### config.mk
export PLATFORM = sky130hd
export DESIGN_NAME = decode_stage_flat
export DESIGN_NICKNAME = d
export VERILOG_FILES = /design/src/rtl/cpu_types_pkg.sv /design/src/rtl/decode_stage_if.sv /design/src/rtl/register_file.sv /design/src/rtl/decode_stage.sv /design/src/flat_wrapper.sv
export SDC_FILE = /design/constraint.sdc
export NUM_CORES = 2
export LEC_CHECK = 0
export ABC_AREA = 1
export BUFFER_PORTS_ARGS = -buffer_cell sky130_fd_sc_hd__buf_2
export CAP_MARGIN = 20
export CORE_ASPECT_RATIO = 1.2
export CORE_MARGIN = 4
export CORE_UTILIZATION = 45
export DETAILED_ROUTE_END_ITERATION = 8
export PLACE_DENSITY_LB_ADDON = 0.12
export REMOVE_ABC_BUFFERS = 1
export SKIP_LAST_GASP = 1
export SLEW_MARGIN = 20
export SYNTH_ARGS = -nofsm -noshare
export SYNTH_HDL_FRONTEND = slang
export SYNTH_SLANG_ARGS = --single-unit
### constraint.sdc
create_clock -name CLK -period 2.4 [get_ports CLK]
set_input_delay 0.12 -clock CLK [delete_from_list [all_inputs] [get_ports CLK]]
set_output_delay 0.12 -clock CLK [all_outputs]
set_load 0.005 [all_outputs]
### src/rtl/cpu_types_pkg.sv
// Shared types and defaults for the MIPS decode stage: opcodes, functs,
// ALU operations and the ID/EX latch payload.
package cpu_types_pkg;

    localparam int unsigned NREGS_DEFAULT  = 32;
    localparam int unsigned RA_REG_DEFAULT = 31;
    localparam int unsigned WORD_W         = 32;
    localparam int unsigned REG_AW         = 5;

    typedef enum logic [5:0] {
        OP_RTYPE = 6'h00,
        OP_J     = 6'h02,
        OP_JAL   = 6'h03,
        OP_BEQ   = 6'h04,
        OP_BNE   = 6'h05,
        OP_ADDI  = 6'h08,
        OP_ADDIU = 6'h09,
        OP_SLTI  = 6'h0a,
        OP_SLTIU = 6'h0b,
        OP_ANDI  = 6'h0c,
        OP_ORI   = 6'h0d,
        OP_XORI  = 6'h0e,
        OP_LUI   = 6'h0f,
        OP_LW    = 6'h23,
        OP_SW    = 6'h2b,
        OP_HALT  = 6'h3f
    } opcode_t;

    typedef enum logic [5:0] {
        FN_SLL  = 6'h00,
        FN_SRL  = 6'h02,
        FN_JR   = 6'h08,
        FN_ADD  = 6'h20,
        FN_ADDU = 6'h21,
        FN_SUB  = 6'h22,
        FN_SUBU = 6'h23,
        FN_AND  = 6'h24,
        FN_OR   = 6'h25,
        FN_XOR  = 6'h26,
        FN_NOR  = 6'h27,
        FN_SLT  = 6'h2a,
        FN_SLTU = 6'h2b
    } funct_t;

    // ALU_ADD is zero so bubbles and non-ALU instructions carry a neutral op.
    typedef enum logic [3:0] {
        ALU_ADD  = 4'd0,
        ALU_SUB  = 4'd1,
        ALU_AND  = 4'd2,
        ALU_OR   = 4'd3,
        ALU_XOR  = 4'd4,
        ALU_NOR  = 4'd5,
        ALU_SLT  = 4'd6,
        ALU_SLTU = 4'd7,
        ALU_SLL  = 4'd8,
        ALU_SRL  = 4'd9
    } aluop_t;

    typedef struct packed {
        logic                valid;
        logic [WORD_W-1:0]   npc;
        logic [WORD_W-1:0]   rdat1;
        logic [WORD_W-1:0]   rdat2;
        logic [WORD_W-1:0]   imm32;
        logic [REG_AW-1:0]   rs;
        logic [REG_AW-1:0]   rt;
        logic [REG_AW-1:0]   wsel;
        aluop_t              aluop;
        logic                alusrc;
        logic                regwen;
        logic                memread;
        logic                memwrite;
        logic                memtoreg;
        logic                branch;
        logic                bne;
        logic                jump;
        logic                jr;
        logic                jal;
        logic                halt;
    } decode_latch_t;

    // Sign-extend a 16-bit immediate to a full word.
    function automatic logic [WORD_W-1:0] sext16(input logic [15:0] v);
        return {{16{v[15]}}, v};
    endfunction

endpackage

### src/rtl/decode_stage_if.sv
// Fetch-latch, writeback and ID/EX latch signals of the decode stage.
interface decode_stage_if;
    import cpu_types_pkg::*;

    logic                ihit;
    logic                stall_in;
    logic                flush;
    logic [WORD_W-1:0]   fl_instr;
    logic [WORD_W-1:0]   fl_npc;
    logic                fl_valid;
    logic                wb_wen;
    logic [REG_AW-1:0]   wb_sel;
    logic [WORD_W-1:0]   wb_data;
    logic                hazard;
    decode_latch_t       out;

    modport master (
        output ihit, stall_in, flush, fl_instr, fl_npc, fl_valid,
        output wb_wen, wb_sel, wb_data,
        input  hazard, out
    );

    modport slave (
        input  ihit, stall_in, flush, fl_instr, fl_npc, fl_valid,
        input  wb_wen, wb_sel, wb_data,
        output hazard, out
    );

endinterface

### src/rtl/register_file.sv
// NREGS x 32 register file, one write and two combinational read ports.
// r0 is hardwired to zero. Define FORWARD_WB_EN to bypass the write data
// onto a read port that addresses the register being written this cycle.
module register_file
    import cpu_types_pkg::*;
#(
    parameter int unsigned NREGS = NREGS_DEFAULT
) (
    input  logic                clk,
    input  logic                rst,
    input  logic                i_wen,
    input  logic [REG_AW-1:0]   i_wsel,
    input  logic [WORD_W-1:0]   i_wdata,
    input  logic [REG_AW-1:0]   i_rsel1,
    input  logic [REG_AW-1:0]   i_rsel2,
    output logic [WORD_W-1:0]   o_rdat1,
    output logic [WORD_W-1:0]   o_rdat2
);

    logic [WORD_W-1:0] r_regs [NREGS];
    logic              w_wr;
    logic [WORD_W-1:0] w_arr1;
    logic [WORD_W-1:0] w_arr2;

    assign w_wr = i_wen & (i_wsel != '0);

    // Register storage; writes to r0 are dropped.
    always_ff @(posedge clk) begin
        if (rst) begin
            for (int i = 0; i < int'(NREGS); i++) begin
                r_regs[i] <= '0;
            end
        end else if (w_wr) begin
            r_regs[i_wsel] <= i_wdata;
        end
    end

    assign w_arr1 = (i_rsel1 == '0) ? '0 : r_regs[i_rsel1];
    assign w_arr2 = (i_rsel2 == '0) ? '0 : r_regs[i_rsel2];

`ifdef FORWARD_WB_EN
    assign o_rdat1 = (w_wr && (i_wsel == i_rsel1)) ? i_wdata : w_arr1;
    assign o_rdat2 = (w_wr && (i_wsel == i_rsel2)) ? i_wdata : w_arr2;
`else
    assign o_rdat1 = w_arr1;
    assign o_rdat2 = w_arr2;
`endif

endmodule

### src/rtl/decode_stage.sv
// MIPS instruction-decode stage: register read, control/immediate decode,
// load-use hazard detection and the ID/EX latch.
// Optional macro FORWARD_WB_EN enables writeback-to-decode bypass in the
// register file.
module decode_stage
    import cpu_types_pkg::*;
#(
    parameter int unsigned NREGS  = NREGS_DEFAULT,
    parameter int unsigned RA_REG = RA_REG_DEFAULT
) (
    input  logic          CLK,
    input  logic          RST,
    decode_stage_if.slave bus
);

    opcode_t             w_op;
    funct_t              w_fn;
    logic [REG_AW-1:0]   w_rs;
    logic [REG_AW-1:0]   w_rt;
    logic [REG_AW-1:0]   w_rd;
    logic [4:0]          w_shamt;
    logic [15:0]         w_imm16;
    logic [WORD_W-1:0]   w_rdat1;
    logic [WORD_W-1:0]   w_rdat2;
    logic                w_known;
    logic                w_reads_rt;
    logic                w_hazard;
    logic                w_en;
    decode_latch_t       w_dec;
    decode_latch_t       r_out;

    assign w_op    = opcode_t'(bus.fl_instr[31:26]);
    assign w_fn    = funct_t'(bus.fl_instr[5:0]);
    assign w_rs    = bus.fl_instr[25:21];
    assign w_rt    = bus.fl_instr[20:16];
    assign w_rd    = bus.fl_instr[15:11];
    assign w_shamt = bus.fl_instr[10:6];
    assign w_imm16 = bus.fl_instr[15:0];
    assign w_en    = bus.ihit & ~bus.stall_in;

    register_file #(.NREGS(NREGS)) u_rf (
        .clk     (CLK),
        .rst     (RST),
        .i_wen   (bus.wb_wen),
        .i_wsel  (bus.wb_sel),
        .i_wdata (bus.wb_data),
        .i_rsel1 (w_rs),
        .i_rsel2 (w_rt),
        .o_rdat1 (w_rdat1),
        .o_rdat2 (w_rdat2)
    );

    // Instructions whose rt field is a source operand.
    assign w_reads_rt = (w_op == OP_RTYPE) || (w_op == OP_BEQ) ||
                        (w_op == OP_BNE)   || (w_op == OP_SW);

    // Load in ID/EX feeding a source of the instruction now in decode.
    assign w_hazard = r_out.valid & r_out.memread & (r_out.wsel != '0) &
                      bus.fl_valid &
                      ((r_out.wsel == w_rs) | ((r_out.wsel == w_rt) & w_reads_rt));

    // Control and immediate decode of the fetch-latch instruction.
    always_comb begin
        w_dec       = '0;
        w_known     = 1'b1;
        w_dec.npc   = bus.fl_npc;
        w_dec.rdat1 = w_rdat1;
        w_dec.rdat2 = w_rdat2;
        w_dec.rs    = w_rs;
        w_dec.rt    = w_rt;
        case (w_op)
            OP_RTYPE: begin
                w_dec.wsel   = w_rd;
                w_dec.regwen = 1'b1;
                w_dec.imm32  = 32'(w_shamt);
                case (w_fn)
                    FN_SLL:          w_dec.aluop = ALU_SLL;
                    FN_SRL:          w_dec.aluop = ALU_SRL;
                    FN_ADD, FN_ADDU: w_dec.aluop = ALU_ADD;
                    FN_SUB, FN_SUBU: w_dec.aluop = ALU_SUB;
                    FN_AND:          w_dec.aluop = ALU_AND;
                    FN_OR:           w_dec.aluop = ALU_OR;
                    FN_XOR:          w_dec.aluop = ALU_XOR;
                    FN_NOR:          w_dec.aluop = ALU_NOR;
                    FN_SLT:          w_dec.aluop = ALU_SLT;
                    FN_SLTU:         w_dec.aluop = ALU_SLTU;
                    FN_JR: begin
                        w_dec.jr     = 1'b1;
                        w_dec.wsel   = '0;
                        w_dec.regwen = 1'b0;
                    end
                    default:         w_known = 1'b0;
                endcase
            end
            OP_ADDI, OP_ADDIU, OP_SLTI, OP_SLTIU: begin
                w_dec.wsel   = w_rt;
                w_dec.regwen = 1'b1;
                w_dec.alusrc = 1'b1;
                w_dec.imm32  = sext16(w_imm16);
                w_dec.aluop  = (w_op == OP_SLTI)  ? ALU_SLT  :
                               (w_op == OP_SLTIU) ? ALU_SLTU : ALU_ADD;
            end
            OP_ANDI, OP_ORI, OP_XORI: begin
                w_dec.wsel   = w_rt;
                w_dec.regwen = 1'b1;
                w_dec.alusrc = 1'b1;
                w_dec.imm32  = 32'(w_imm16);
                w_dec.aluop  = (w_op == OP_ANDI) ? ALU_AND :
                               (w_op == OP_ORI)  ? ALU_OR  : ALU_XOR;
            end
            OP_LUI: begin
                w_dec.wsel   = w_rt;
                w_dec.regwen = 1'b1;
                w_dec.alusrc = 1'b1;
                w_dec.imm32  = {w_imm16, 16'h0000};
                w_dec.aluop  = ALU_OR;
            end
            OP_LW: begin
                w_dec.wsel     = w_rt;
                w_dec.regwen   = 1'b1;
                w_dec.alusrc   = 1'b1;
                w_dec.memread  = 1'b1;
                w_dec.memtoreg = 1'b1;
                w_dec.imm32    = sext16(w_imm16);
            end
            OP_SW: begin
                w_dec.alusrc   = 1'b1;
                w_dec.memwrite = 1'b1;
                w_dec.imm32    = sext16(w_imm16);
            end
            OP_BEQ, OP_BNE: begin
                w_dec.branch = 1'b1;
                w_dec.bne    = (w_op == OP_BNE);
                w_dec.aluop  = ALU_SUB;
                w_dec.imm32  = sext16(w_imm16);
            end
            OP_J, OP_JAL: begin
                w_dec.jump  = 1'b1;
                w_dec.imm32 = 32'(bus.fl_instr[25:0]);
                if (w_op == OP_JAL) begin
                    w_dec.jal    = 1'b1;
                    w_dec.wsel   = REG_AW'(RA_REG);
                    w_dec.regwen = 1'b1;
                end
            end
            OP_HALT: begin
                w_dec.halt = 1'b1;
            end
            default: w_known = 1'b0;
        endcase
        w_dec.regwen = w_dec.regwen & (w_dec.wsel != '0);
        w_dec.valid  = 1'b1;
        if (!(bus.fl_valid && w_known)) begin
            w_dec = '0;
        end
    end

    // ID/EX latch: reset, flush/hazard bubble, load, or hold.
    always_ff @(posedge CLK) begin
        if (RST) begin
            r_out <= '0;
        end else if (w_en) begin
            if (bus.flush || w_hazard) begin
                r_out <= '0;
            end else begin
                r_out <= w_dec;
            end
        end
    end

    assign bus.out    = r_out;
    assign bus.hazard = w_hazard;

endmodule

### src/flat_wrapper.sv
// flat-port wrapper written by rule: the top's interface ports become plain ports
module decode_stage_flat import cpu_types_pkg::*;
#(
    parameter int unsigned NREGS  = NREGS_DEFAULT,
    parameter int unsigned RA_REG = RA_REG_DEFAULT
)
  (CLK, RST, bus_ihit, bus_stall_in, bus_flush, bus_fl_instr, bus_fl_npc, bus_fl_valid, bus_wb_wen, bus_wb_sel, bus_wb_data, bus_hazard, bus_out);
  decode_stage_if bus_i ();
  input  logic CLK;
  input  logic RST;
  input wire logic [$bits(bus_i.ihit)-1:0] bus_ihit;
  input wire logic [$bits(bus_i.stall_in)-1:0] bus_stall_in;
  input wire logic [$bits(bus_i.flush)-1:0] bus_flush;
  input wire logic [$bits(bus_i.fl_instr)-1:0] bus_fl_instr;
  input wire logic [$bits(bus_i.fl_npc)-1:0] bus_fl_npc;
  input wire logic [$bits(bus_i.fl_valid)-1:0] bus_fl_valid;
  input wire logic [$bits(bus_i.wb_wen)-1:0] bus_wb_wen;
  input wire logic [$bits(bus_i.wb_sel)-1:0] bus_wb_sel;
  input wire logic [$bits(bus_i.wb_data)-1:0] bus_wb_data;
  output wire logic [$bits(bus_i.hazard)-1:0] bus_hazard;
  output wire logic [$bits(bus_i.out)-1:0] bus_out;
  assign bus_i.ihit = bus_ihit;
  assign bus_i.stall_in = bus_stall_in;
  assign bus_i.flush = bus_flush;
  assign bus_i.fl_instr = bus_fl_instr;
  assign bus_i.fl_npc = bus_fl_npc;
  assign bus_i.fl_valid = bus_fl_valid;
  assign bus_i.wb_wen = bus_wb_wen;
  assign bus_i.wb_sel = bus_wb_sel;
  assign bus_i.wb_data = bus_wb_data;
  assign bus_hazard = bus_i.hazard;
  assign bus_out = bus_i.out;
  decode_stage #(.NREGS(NREGS), .RA_REG(RA_REG)) u_core (.CLK(CLK), .RST(RST), .bus(bus_i));
endmodule
==> metrics.yaml <==
leakage_uw: 0.0306
overflow_after_grt: 0
end_kind: "primary output"
place.detailed.hpwl_um: 153000
synth-main-ff-cell: "sky130_fd_sc_hd__edfxtp_1"
synth_cell_types: 41
final_max_slew_viol_count: 0
setup_repair_after_global_routing_missed_its_margin: "true"
report.final.hold_viol_count: 0
route.detailed.drc: 0
worstPathRequired_ns: 2.28
cts.sinks: 1182
h-tree-depth: 4
initial_utilization_pct: 45.4
hp-class: "in2reg"
finalSetupViolCount: 0
final_min_period_over_clock_period_pct: 92.3
cts_root_buffer: "sky130_fd_sc_hd__clkbuf_16"
via_count_of_the_first_global_routing_pass: 54700
area.growth.synth_to_final_pct: 17.0
tightestPinTransition_ns: 0.933
routed_wire_length_per_instance_um: 24.1
firstDrtPassIters: 6
seq_area_frac_synth_pct: 53.5
clk_slew_on_worst_s_h_paths_ns: 0.06
post_synth_inst_count: 7711
synth-warning-count: 0
path_class: "reg2out"
row_cnt: 150
antenna_found_initial: 7
layout_commonest_cell: "sky130_fd_sc_hd__nand2_1"
grt_start_max_net_pins: 85
clkLatencyLatePin_ns: 0.78
power-per-cell-area_nw_per_um2: 685
crit_arrival_ns: 2.10
die_width_um: 350
buffer_ports.inserted: 267
vias: 57400
post-route-util_pct: 53.1
power.ir.vdd_worst_mv: 0.755
floorplan.die_area_um2: 147000
global_route_wire_length_before_repair_um: 351000
detail_route.wirelength_um: 239000
viasPerCell: 5.79
fin_nets: 8078
status: "finished, final reports clean"
antenna_violating_nets_post_route: 0
post_route_cells_drive_above_1_share_pct: 12.1
maxClockFrequency_mhz: 451
commonest_cells_after_routing_fill_and_taps_aside: "sky130_fd_sc_hd__nand2_1, sky130_fd_sc_hd__nor2_1, sky130_fd_sc_hd__edfxtp_1"
timing.max_slew.rel_slack_pct: 37.8
num_io_pins: 268
worst_path_max_fanout: 5
die_h_um: 419
syn_area_per_cell_um2: 8.21
fin_cells: 9907
r2r_setup_slack_ns: 0.18
synth-edff-count: 1024
fin_crit_ns: 2.22
clock-skew-final_ns: 0.0233
postSynthRegisterBits: 1182
setup.worst_path.start_class: "flip-flop"
asyncSetResetFlopFracSynth_pct: 0
finalWeightedCongestion: 0.930
cap_violations: 0
tritoncts: "yes"
placed_cells: 9549
core_region_area_um2: 140000
number_of_design_rule_violations_left_by_the_first_detailed_router_iteration: 6430
numCtsBuffers: 133
clock_tree.buffer_depth: 3
synthesis.area_um2: 63300
global_route.usage.total_pct: 32.0
[synth_stat cells, types with 10 or more instances]
library cell	n	area, um2
sky130_fd_sc_hd__nand2_1	1775	6660
sky130_fd_sc_hd__nor2_1	1476	5540
sky130_fd_sc_hd__edfxtp_1	1024	30700
sky130_fd_sc_hd__o211ai_1	669	5020
sky130_fd_sc_hd__inv_1	584	2190
sky130_fd_sc_hd__a21oi_1	510	2550
sky130_fd_sc_hd__clkbuf_1	413	1550
sky130_fd_sc_hd__o21ai_0	365	1830
sky130_fd_sc_hd__nand3_1	355	1780
sky130_fd_sc_hd__buf_2	169	846
sky130_fd_sc_hd__dfxtp_1	158	3160
sky130_fd_sc_hd__buf_1	63	236
sky130_fd_sc_hd__nand3_2	30	300
sky130_fd_sc_hd__buf_4	22	165
sky130_fd_sc_hd__buf_6	12	135
sky130_fd_sc_hd__inv_2	11	41.3
sky130_fd_sc_hd__a21oi_2	10	87.6
[power breakdown]
group / switching [uW] / internal, uW / total [uW]
logic: 4590 / 2090 / 6680
registers: 400 / 23300 / 23700
clock network: 8680 / 11700 / 20400
[logic make-up after synthesis]
kind of cell,after synthesis,synth area share (%)
AOI/OAI and AO/OA,1571,15.2
xor gates and xnor gates,4,0.0553
buffers and inverters,1281,8.26
DFF,1182,53.5
other,1,0.00592
and+or+nand+nor,3672,22.9
[flip-flops by register name (all words and copies together) (netlist names)]
signal,cells
u_core.bus.out,158
u_core.u_rf.r_regs,1024
[worst max-delay path: stages, from the launching register on]
cell and delay [ns]:
sky130_fd_sc_hd__dfxtp_1 0.41, sky130_fd_sc_hd__inv_1 0.11, sky130_fd_sc_hd__nand2_1 0.07, sky130_fd_sc_hd__nand2_1 0.05, sky130_fd_sc_hd__a21oi_1 0.14, sky130_fd_sc_hd__nand4_1 0.09
sky130_fd_sc_hd__nand2_1 0.09, sky130_fd_sc_hd__nand2_1 0.09, sky130_fd_sc_hd__inv_1 0.13, sky130_fd_sc_hd__buf_2 0.14
[per-layer routing]
metal / vias to the layer above / global-route usage [%] / part of all wire, %
met5: - / 0 / 0.015
met4: 6 / 18.7 / 6.6
met3: 640 / 5.11 / 8.9
met2: 2868 / 51.6 / 46
met1: 27600 / 40.9 / 39
li1: 26300 / - / -
[stage by stage]
stage	setup WS, ns	power, uW	TNS, ns	area (um2)	hold slack (ns)
floorplan	-2.12	26900	-534.85	60500	0.182
global placement	0.241	30400	0	68700	0.374
detailed placement	0.217	30500	0	68700	0.378
CTS	0.0359	50900	0	74100	0.00345
global route	-0.00174	52500	-0.00174	74100	0.0558
finish	0.185	50800	0	74100	0.0642
[area by class of cell]
cell class	count	area (um2)
Tap cell	1824	2280
Timing Repair Buffer	776	6920
Fill cell	13000	65500
Inverter	598	2250
Antenna cell	3	7.51
Sequential cell	1182	33900
Clock inverter	60	505
Clock buffer	185	3790
Multi-Input combinational cell	5279	24500
[worst paths after layout]
check	end	cells after the start	startpoint
setup / recovery	bus_hazard	9	u_core.bus.out[15]
hold / removal	u_core.bus.out[92]	3	RST
setup reg to reg	u_core.bus.out[4]	14	u_core.bus.out[19]
hold reg to reg	u_core.bus.out[9]	2	u_core.bus.out[9]
[what timing repair did]
| item | CTS | global route |
|---|---|---|
| hold endpoints to repair | 1035 | 0 |
| setup buffers | 0 | 2 |
| hold buffers | 107 | 0 |
| gates resized for setup | 0 | 5 |
| endpoints found under the setup margin | 0 | 5 |
Note: power is estimated with default switching activity, not from simulation.
